--- config.mk ---
export PLATFORM = sky130hd
export DESIGN_NAME = us_tx_engine
export DESIGN_NICKNAME = d
export VERILOG_FILES = /design/src/rtl/us_tx_engine.sv
export SDC_FILE = /design/constraint.sdc
export NUM_CORES = 1
export LEC_CHECK = 0
export BUFFER_PORTS_ARGS = -buffer_cell sky130_fd_sc_hd__buf_2
export CORE_UTILIZATION = 45
export DETAILED_ROUTE_END_ITERATION = 7
export HOLD_SLACK_MARGIN = 0.15
export PLACE_DENSITY = 0.71
export SETUP_SLACK_MARGIN = 0.05
export SLEW_MARGIN = 20
export SYNTH_ARGS = -nofsm -noshare
export SYNTH_HDL_FRONTEND = slang
export SYNTH_SLANG_ARGS = --single-unit
--- constraint.sdc ---
create_clock -name clk -period 3.4 [get_ports clk]
set_input_delay 0.17 -clock clk [delete_from_list [all_inputs] [get_ports clk]]
set_output_delay 0.17 -clock clk [all_outputs]
set_load 0.1 [all_outputs]
--- src/rtl/us_tx_engine.sv ---
// Upstream TX engine: pops 64-bit upstream commands and serialises them as
// CPL / CPLD / MWr32 TLPs onto the 32-bit TRN transmit interface.
`timescale 1ns/1ps
module us_tx_engine (
  input  logic        clk,
  input  logic        rst_n,
  input  logic        us_cmd_fifo_empty_i,
  input  logic [63:0] us_cmd_fifo_dout_i,
  output logic        us_cmd_fifo_rd_en_o,
  input  logic [15:0] completer_id_i,
  output logic [10:0] rd_addr_o,
  input  logic [31:0] rd_data_i,
  output logic [31:0] trn_td_o,
  output logic        trn_tsof_n_o,
  output logic        trn_teof_n_o,
  output logic        trn_tsrc_rdy_n_o,
  output logic        trn_tsrc_dsc_n_o,
  input  logic        trn_tdst_rdy_n_i,
  output logic        up_wr_cmd_compl_o,
  output logic [1:0]  cmd_id_o,
  output logic        busy_o
);

  localparam logic [1:0] US_CMD_CPL_TYPE  = 2'b00;
  localparam logic [1:0] US_CMD_CPLD_TYPE = 2'b01;
  localparam logic [1:0] US_CMD_WR32_TYPE = 2'b10;
  localparam logic [1:0] US_CMD_INVALID   = 2'b11;

  typedef enum logic [2:0] {IDLE, HDR0, HDR1, HDR2, DATA} state_t;

  state_t      state, state_nxt;
  logic [63:0] entry;
  logic [5:0]  beat_cnt;
  logic [31:0] pattern;
  logic        compl_q;
  logic [1:0]  cmd_id_q;
  logic        rd_en_c;

  // req_len is carried in the entry but the TLP builders never need it.
  logic unused_req_len;
  assign unused_req_len = ^us_cmd_fifo_dout_i[47:38];

  function automatic logic [5:0] wr_dw_count(input logic [4:0] len);
    if (len < 5'd2)      return 6'd1;
    else if (len > 5'd7) return 6'd32;
    else                 return 6'd1 << (len - 5'd2);
  endfunction

  function automatic logic [11:0] byte_count(input logic [3:0] be);
    casez (be)
      4'b1??1:                    return 12'd4;
      4'b01?1, 4'b1?10:           return 12'd3;
      4'b0011, 4'b0110, 4'b1100:  return 12'd2;
      default:                    return 12'd1;
    endcase
  endfunction

  function automatic logic [1:0] lower_lo(input logic [3:0] be);
    casez (be)
      4'b???1: return 2'b00;
      4'b??10: return 2'b01;
      4'b?100: return 2'b10;
      4'b1000: return 2'b11;
      default: return 2'b00;
    endcase
  endfunction

  logic [1:0]  typ;
  logic        is_cpl, is_cpld, is_wr;
  logic [5:0]  n_dw;
  logic        last_beat;
  logic        accept;
  logic [31:0] cpl_dw0, cpl_dw1, cpl_dw2;
  logic [31:0] wr_dw0, wr_dw1, wr_dw2;

  assign typ       = entry[63:62];
  assign is_cpl    = (typ == US_CMD_CPL_TYPE);
  assign is_cpld   = (typ == US_CMD_CPLD_TYPE);
  assign is_wr     = (typ == US_CMD_WR32_TYPE);
  assign n_dw      = wr_dw_count(entry[61:57]);
  assign last_beat = (beat_cnt == n_dw - 6'd1);
  assign accept    = ~trn_tdst_rdy_n_i;

  assign cpl_dw0 = {1'b0, (is_cpld ? 2'b10 : 2'b00), 5'b01010, 1'b0, entry[54:52],
                    4'b0, entry[51], entry[50], entry[49:48], 2'b0,
                    (is_cpld ? 10'd1 : 10'd0)};
  assign cpl_dw1 = {completer_id_i, 3'b000, 1'b0,
                    (is_cpld ? byte_count(entry[9:6]) : 12'd4)};
  assign cpl_dw2 = {entry[37:22], entry[21:14], 1'b0, entry[4:0], lower_lo(entry[9:6])};

  assign wr_dw0 = {1'b0, 2'b10, 5'b00000, 1'b0, 3'b0, 4'b0, 2'b0, 2'b0, 2'b0, {4'b0, n_dw}};
  assign wr_dw1 = {completer_id_i, 8'd0, ((n_dw == 6'd1) ? 4'h0 : 4'hF), 4'hF};
  assign wr_dw2 = {entry[31:2], 2'b00};

  always_ff @(posedge clk or negedge rst_n) begin
    if (!rst_n) begin
      state    <= IDLE;
      entry    <= '0;
      beat_cnt <= '0;
      pattern  <= '0;
      compl_q  <= 1'b0;
      cmd_id_q <= '0;
    end else begin
      state   <= state_nxt;
      compl_q <= 1'b0;
      if (state == IDLE) begin
        beat_cnt <= '0;
        if (!us_cmd_fifo_empty_i && us_cmd_fifo_dout_i[63:62] != US_CMD_INVALID)
          entry <= us_cmd_fifo_dout_i;
      end
      if (state == DATA && accept && !is_cpld) begin
        pattern  <= pattern + 32'd1;
        beat_cnt <= beat_cnt + 6'd1;
        if (last_beat) begin
          compl_q  <= 1'b1;
          cmd_id_q <= entry[56:55];
        end
      end
    end
  end

  always_comb begin
    state_nxt        = state;
    rd_en_c          = 1'b0;
    trn_td_o         = 32'd0;
    trn_tsof_n_o     = 1'b1;
    trn_teof_n_o     = 1'b1;
    trn_tsrc_rdy_n_o = 1'b1;
    case (state)
      IDLE: begin
        if (!us_cmd_fifo_empty_i) begin
          rd_en_c = 1'b1;
          if (us_cmd_fifo_dout_i[63:62] != US_CMD_INVALID) state_nxt = HDR0;
        end
      end
      HDR0: begin
        trn_tsrc_rdy_n_o = 1'b0;
        trn_tsof_n_o     = 1'b0;
        trn_td_o         = is_wr ? wr_dw0 : cpl_dw0;
        if (accept) state_nxt = HDR1;
      end
      HDR1: begin
        trn_tsrc_rdy_n_o = 1'b0;
        trn_td_o         = is_wr ? wr_dw1 : cpl_dw1;
        if (accept) state_nxt = HDR2;
      end
      HDR2: begin
        trn_tsrc_rdy_n_o = 1'b0;
        trn_td_o         = is_wr ? wr_dw2 : cpl_dw2;
        trn_teof_n_o     = ~is_cpl;
        if (accept) state_nxt = is_cpl ? IDLE : DATA;
      end
      DATA: begin
        trn_tsrc_rdy_n_o = 1'b0;
        if (is_cpld) begin
          trn_td_o     = rd_data_i;
          trn_teof_n_o = 1'b0;
          if (accept) state_nxt = IDLE;
        end else begin
          trn_td_o     = pattern;
          trn_teof_n_o = ~last_beat;
          if (accept && last_beat) state_nxt = IDLE;
        end
      end
      default: state_nxt = IDLE;
    endcase
  end

  // Reset gates the pop so a non-empty FIFO is never drained while in reset.
  assign us_cmd_fifo_rd_en_o = rd_en_c & rst_n;
  assign rd_addr_o           = {3'b0, entry[5:0], 2'b00};
  assign trn_tsrc_dsc_n_o    = 1'b1;
  assign up_wr_cmd_compl_o   = compl_q;
  assign cmd_id_o            = cmd_id_q;
  assign busy_o              = (state != IDLE);

endmodule
Yosys cells after proc, flatten, opt, wreduce, memory -nomap -nowiden

Cells that the tools add are included.

Register bits: 108
Input port bits: 116
Output and inout port bits: 52
Word-level logic and storage cells: 91

Add/sub/neg operators: 4
$lt $le $gt $ge: 2
Equal/unequal tests: 25
Shift-type cells: 1
Multiplexer cells: 33
Bitwise logic cells: 4
Reduce and logical (&&, ||, !) cells: 16

Operator list:

| cell                  | count |
|---|---|
| $pmux 32 s4           | 1 |
| $mux 32               | 2 |
| $add 32x1->32 const B | 1 |
| $mux 31               | 1 |
| $mux 3                | 9 |
| $mux 12               | 2 |
| $mux 6                | 4 |
| $pmux 3 s5            | 1 |
| $ne 2x2->1 const B    | 5 |
| $eq 3x2->1 const B    | 3 |
| $eq 3x3->1 const B    | 3 |
| $pmux 3 s3            | 1 |
| $eq 4x4->1 const B    | 2 |
| $mux 1                | 8 |
| $reduce_and 7->1      | 1 |
| $add 6x1->6 const B   | 1 |
| $eq 2x2->1 const B    | 3 |
| $eq 6x1->1 const B    | 1 |
| $eq 6x6->1            | 1 |
| $pmux 2 s3            | 1 |
| $shl 1x5->6 const A   | 1 |
| $sub 6x1->6 const B   | 1 |
| $gt 5x3->1 const B    | 1 |
| $lt 5x2->1 const B    | 1 |
| 23 further kinds      | 30 |

Logic depth before layout (Yosys ltp)

Depth after elaboration: 10
Gate-level depth with buffers: 12
Gate-level depth less buffers: 12

Worst setup path after synthesis

Ideal clock, no wire load.

Path kind: register to output
From: register entry[58]
To: output trn_teof_n_o
Arrival time: 3.862 ns
Required time: 3.230 ns
Setup slack: -0.632 ns
Cell stages (with the launch flop): 11
Path buffers: 0
Cells stage by stage: dfrtp_1 > inv_1 > ha_1 > and3b_2 > o21ai_0 > ha_1 > or4_4 > and4_4 > o211ai_2 > a21oi_1 > a21oi_1

Cells in the longest elaborated chain, start to end: 9
Elaborated cells between the ends (all ways): 11
Those cells by class: 2 x add/sub; 2 x order compare; 1 x eq/ne; 1 x shift; 4 x mux; 1 x bitwise

Ends and longest elaborated chain:

| what                   | RTL line | text |
|---|---|---|
| start, declared        | 32       | `logic [63:0] entry;` |
| start signal, assigned | 109      | `entry <= us_cmd_fifo_dout_i;` |
| $sub 5x2->5            | 46       | `else return 6'd1 << (len - 5'd2);` |
| $shl 1x5->6            | 46       |  |
| $mux 6                 | 45       | `else if (len > 5'd7) return 6'd32;` |
| $mux 6 (*)             | 44       | `if (len < 5'd2) return 6'd1;` |
| $sub 6x1->6 (*)        | 81       | `assign last_beat = (beat_cnt == n_dw - 6'd1);` |
| $eq 6x6->1 (*)         | 81       |  |
| $not 1->1 (*)          | 161      | `trn_teof_n_o = ~last_beat;` |
| $mux 1 (*)             | 155      | `if (is_cpld) begin` |
| $pmux 1 s2 (*)         | 129      | `case (state)` |
| end, declared          | 15       | `output logic trn_teof_n_o,` |

Every way passes the cells marked *; elsewhere a longest branch is shown, timed or not.

Worst setup path in the final report

Same ends and word-level chain as after synthesis.

==> reports/qor.tcl <==
set qor(worst_setup_path_startpoint) {entry[58]}
set qor(area_of_all_sequential_standard_cells_um2) 2454
set qor(chipHeight_um) 113.9
set qor(layout_worst_path_cycle_share_pct) 94.81
set qor(numClockSinks) 98
set qor(cts-root-buf) {clkbuf_16}
set qor(vdd.ir_drop.worst_v) 0.0007510
set qor(final_min_period_ns) 3.224
set qor(drt_drc_violations_left) 0
set qor(pin_count) 168
set qor(cp_max_fo) 7
set qor(worst_hold_path_type) {primary input to flip-flop}
set qor(core_um2) 12110
set qor(postLayoutCoreUtil_pct) 64.50
set qor(groute.usage.overall_pct) 26.31
set qor(dp_cells) 845
set qor(layout.nets) 872
set qor(cts_made_buffers) 9
set qor(timing.final.max_slew_violations) 0
set qor(vias) 5059
set qor(cp_data_arrival_time_ns) 3.05
set qor(overall_die_width_um) 113.9
set qor(layout.cell_area.non_filler_um2) 7812
set qor(antenna_violations_before_repair) 0
set qor(async_flop_share_pct) 100.0
set qor(fp.dieArea_um2) 12960
set qor(final_hold_viol_count) 0
set qor(postRouteWirelength_um) 16070
set qor(layout.cells.most_common) {buf_2}
set qor(ctsLongestPathBuffers) 2
set qor(clkTransAtPathRegs_ns) 0.07
set qor(detailed_place_hpwl_um) 11350
set qor(placed_cell_area_um2) 6848
set qor(fin_skew_ns) 0.01319
set qor(final-setup-viol-count) 0
set qor(drt-wirelength-per-cell_um) 17.45
set qor(max-cap-violations) 0
set qor(yosys_register_bits) 98
set qor(slew_at_the_pin_closest_to_its_max_slew_limit_ns) 0.8878
set qor(portBuffers) 151
set qor(rsz0062_at_grt) {false}
set qor(area_occupied_by_multi_input_gates_um2) 3065
set qor(synth_seq_area_share_pct) 43.56
set qor(max_freq_mhz) 310.2
set qor(antenna_violating_nets_left) 0
set qor(gpl.final_weighted_congestion) 0.8816
set qor(share_comb_of_total_power_pct) 65.6
set qor(grt_pass1_wl_um) 26250
set qor(pwr-share-seq_pct) 22.1
set qor(power.switching_fraction_pct) 54.57
set qor(post_syn_instances) 549
set qor(ff2ff_setup_slack_ns) 0.25
set qor(critPathKind) {flip-flop to primary output}
set qor(layout.cells.most_common_list) {buf_2, dfrtp_1, dlygate4sd3_1, nand2_1, mux2_2}
set qor(required_ns) 3.23
set qor(crit-reg2reg-launch) {entry[58]}
set qor(cts_htree_levels) 3
set qor(clockPowerShare_pct) 12.3
set qor(drt_first_iter_violations) 243
set qor(ordered_cell_list_for_the_critical_path) {inv_1 > ha_4 > nand2_1 > nor2_1 > nand3_2 > ha_4 > or4_4 > and4_4 > o211ai_4 > a21oi_2 > a21oi_2 > buf_12}
set qor(synth_cell_type_count) 61
set qor(synthFlopType) {dfrtp_1}
set qor(final.fill_count) 975
set qor(worst_path_largest_cell_delay_ns) 0.51
set qor(number_of_synthesized_flops_with_an_enable_pin) 0
set qor(grt_max_degree) 72
set qor(via_count_of_the_first_global_routing_pass) 5314
set qor(worst_skew_pair.late_latency_ns) 0.36
set qor(worstSetupStartpointType) {flip-flop}
set qor(layout.cells.non_filler) 921
set qor(grt-ovfl-total) 0
set qor(drt_pre_antenna_iters) 4
set qor(slew-limit-headroom_pct) 40.81
set qor(syn_area_um2) 5630
set qor(syn_avg_cell_area_um2) 10.26
set qor(critical_path.slowest_cell) {or4_4}
set qor(outcome) {complete, no violations}
set qor(diodes) 0
set qor(pwr_density_cell_nw_per_um2) 1118
set qor(rows) 40
set qor(floorplan.initialDensity_pct) 46.49
set qor(power.leakage_nw) 3.479
set qor(avgViaCountPerCell) 5.493
set qor(net-switching-power_mw) 4.766
set qor(internal_power_mw) 3.968
set qor(final_total_negative_setup_slack_ns) 0
set qor(layout-drive-gt1-share_pct) 35.59
set qor(layout-area-overhead-vs-synth_pct) 38.76
set qor(start_point_of_the_worst_min_delay_path) {us_cmd_fifo_dout_i[63]}
set qor(synth_warnings) 0
set qor(end_kind) {primary output}
set qor(tritoncts) {done}
## worst max-delay path: cells and delay by family (launching register included)
kind	cells	cell delay (ns)
AND/OR/NAND/NOR	5	1.07
AO/OA/AOI/OAI	3	0.46
adder cells (fa/ha/maj)	2	0.52
flip-flops	1	0.36
buffers and inverters	2	0.27
## repair_timing
item                                    CTS  global route
endpoints found under the hold margin    82             0
endpoints found under the setup margin    1             1
resized for setup                         5             7
hold buffers                             56             0
pin swaps                                 1             2
setup buffers                             3             1
## power groups by stage
stage	clock (mW)	combinational (mW)	sequential [mW]
after CTS	1.10	5.67	1.92
after floorplan	0	4.36	1.75
after global routing	1.14	5.99	1.98
after detailed placement	0	5.56	1.95
after global placement	0	5.49	1.93
final	1.07	5.73	1.93
## final timing paths
check / endpoint / cells after the start
min: entry[63] / 3
max reg2reg: cmd_id_o[0] / 14
min reg2reg: pattern[6] / 1
max: trn_teof_n_o / 12
min in group asynchronous: beat_cnt[1] / 2
max in group asynchronous: entry[50] / 3
## metrics by stage
stage | hold slack (ns) | worst slack, ns | total power [mW]
global route | 0.2015 | 0.05537 | 9.110
global placement | 0.1150 | 0.2549 | 7.421
floorplan | -0.1256 | -0.02041 | 6.110
CTS | 0.1594 | 0.08801 | 8.688
detailed placement | 0.1220 | 0.1368 | 7.509
finish | 0.1732 | 0.1763 | 8.733
## cell usage after synthesis, types with 2 or more instances
| cell | count | area (um^2) |
|---|---|---|
| dfrtp_1 | 98 | 2452 |
| nand2_1 | 54 | 202.7 |
| mux2_2 | 53 | 596.8 |
| mux2i_1 | 40 | 400.4 |
| o21ai_0 | 33 | 165.2 |
| nor2_1 | 28 | 105.1 |
| xnor2_1 | 28 | 245.2 |
| a21oi_1 | 19 | 95.09 |
| clkbuf_1 | 17 | 63.81 |
| nand3_1 | 16 | 80.08 |
| a221o_1 | 15 | 150.1 |
| buf_4 | 12 | 90.09 |
| inv_1 | 10 | 37.54 |
| nor3_1 | 10 | 50.05 |
| nand4_1 | 9 | 56.30 |
| o22ai_1 | 9 | 56.30 |
| ha_1 | 8 | 100.1 |
| buf_1 | 7 | 26.28 |
| or3_1 | 6 | 37.54 |
| xor2_1 | 6 | 52.55 |
| buf_2 | 5 | 25.02 |
| o221ai_1 | 5 | 43.79 |
| a31oi_1 | 4 | 25.02 |
| nor2b_1 | 4 | 25.02 |
| nor3b_1 | 4 | 30.03 |
| a21o_1 | 3 | 22.52 |
| a22oi_1 | 3 | 22.52 |
| and4_1 | 3 | 26.28 |
| o211ai_1 | 3 | 22.52 |
| and2_1 | 2 | 12.51 |
| conb_1 | 2 | 7.510 |
| mux2_4 | 2 | 30.03 |
| o21a_1 | 2 | 15.01 |
| o311ai_0 | 2 | 17.52 |
## kinds of logic (layout without fill, tap and decap cells)
family                     after synthesis  count (layout)  synth area share, %
AOI/OAI and AO/OA                      106             106                12.60
xor gates and xnor gates                34              34                5.289
adders and majority gates                8               8                1.778
buffers and inverters                   51             251                4.311
DFF                                     98              98                43.56
muxes                                   95              95                18.24
other                                    2               6               0.1334
and+or+nand+nor                        155             155                14.09
## area by class of cell
type,instances,share of cell area [%]
flip-flops and latches,98,31.41
multi-input cells,404,39.24
inverters,10,0.4805
repair buffers,225,22.23
clock inverters,7,1.073
clock buffers,9,2.883
well taps,168,2.691
## sequential cells by signal, indices dropped and copies added (netlist names)
| register | cells |
|---|---|
| cmd_id_o | 2 |
| entry | 54 |
| pattern | 32 |
| up_wr_cmd_compl_o | 1 |
| state | 3 |
| beat_cnt | 6 |
## per-layer routing
layer	wire length, um	part of all wire (%)	vias up	track usage [%]
li1	-	-	2377	-
met1	6583	41	2471	31.84
met2	8228	51	180	45.49
met3	837	5.2	31	4.357
met4	422	2.6	0	13.07
met5	0	0	-	0
Power figures use the tool's default switching activity.
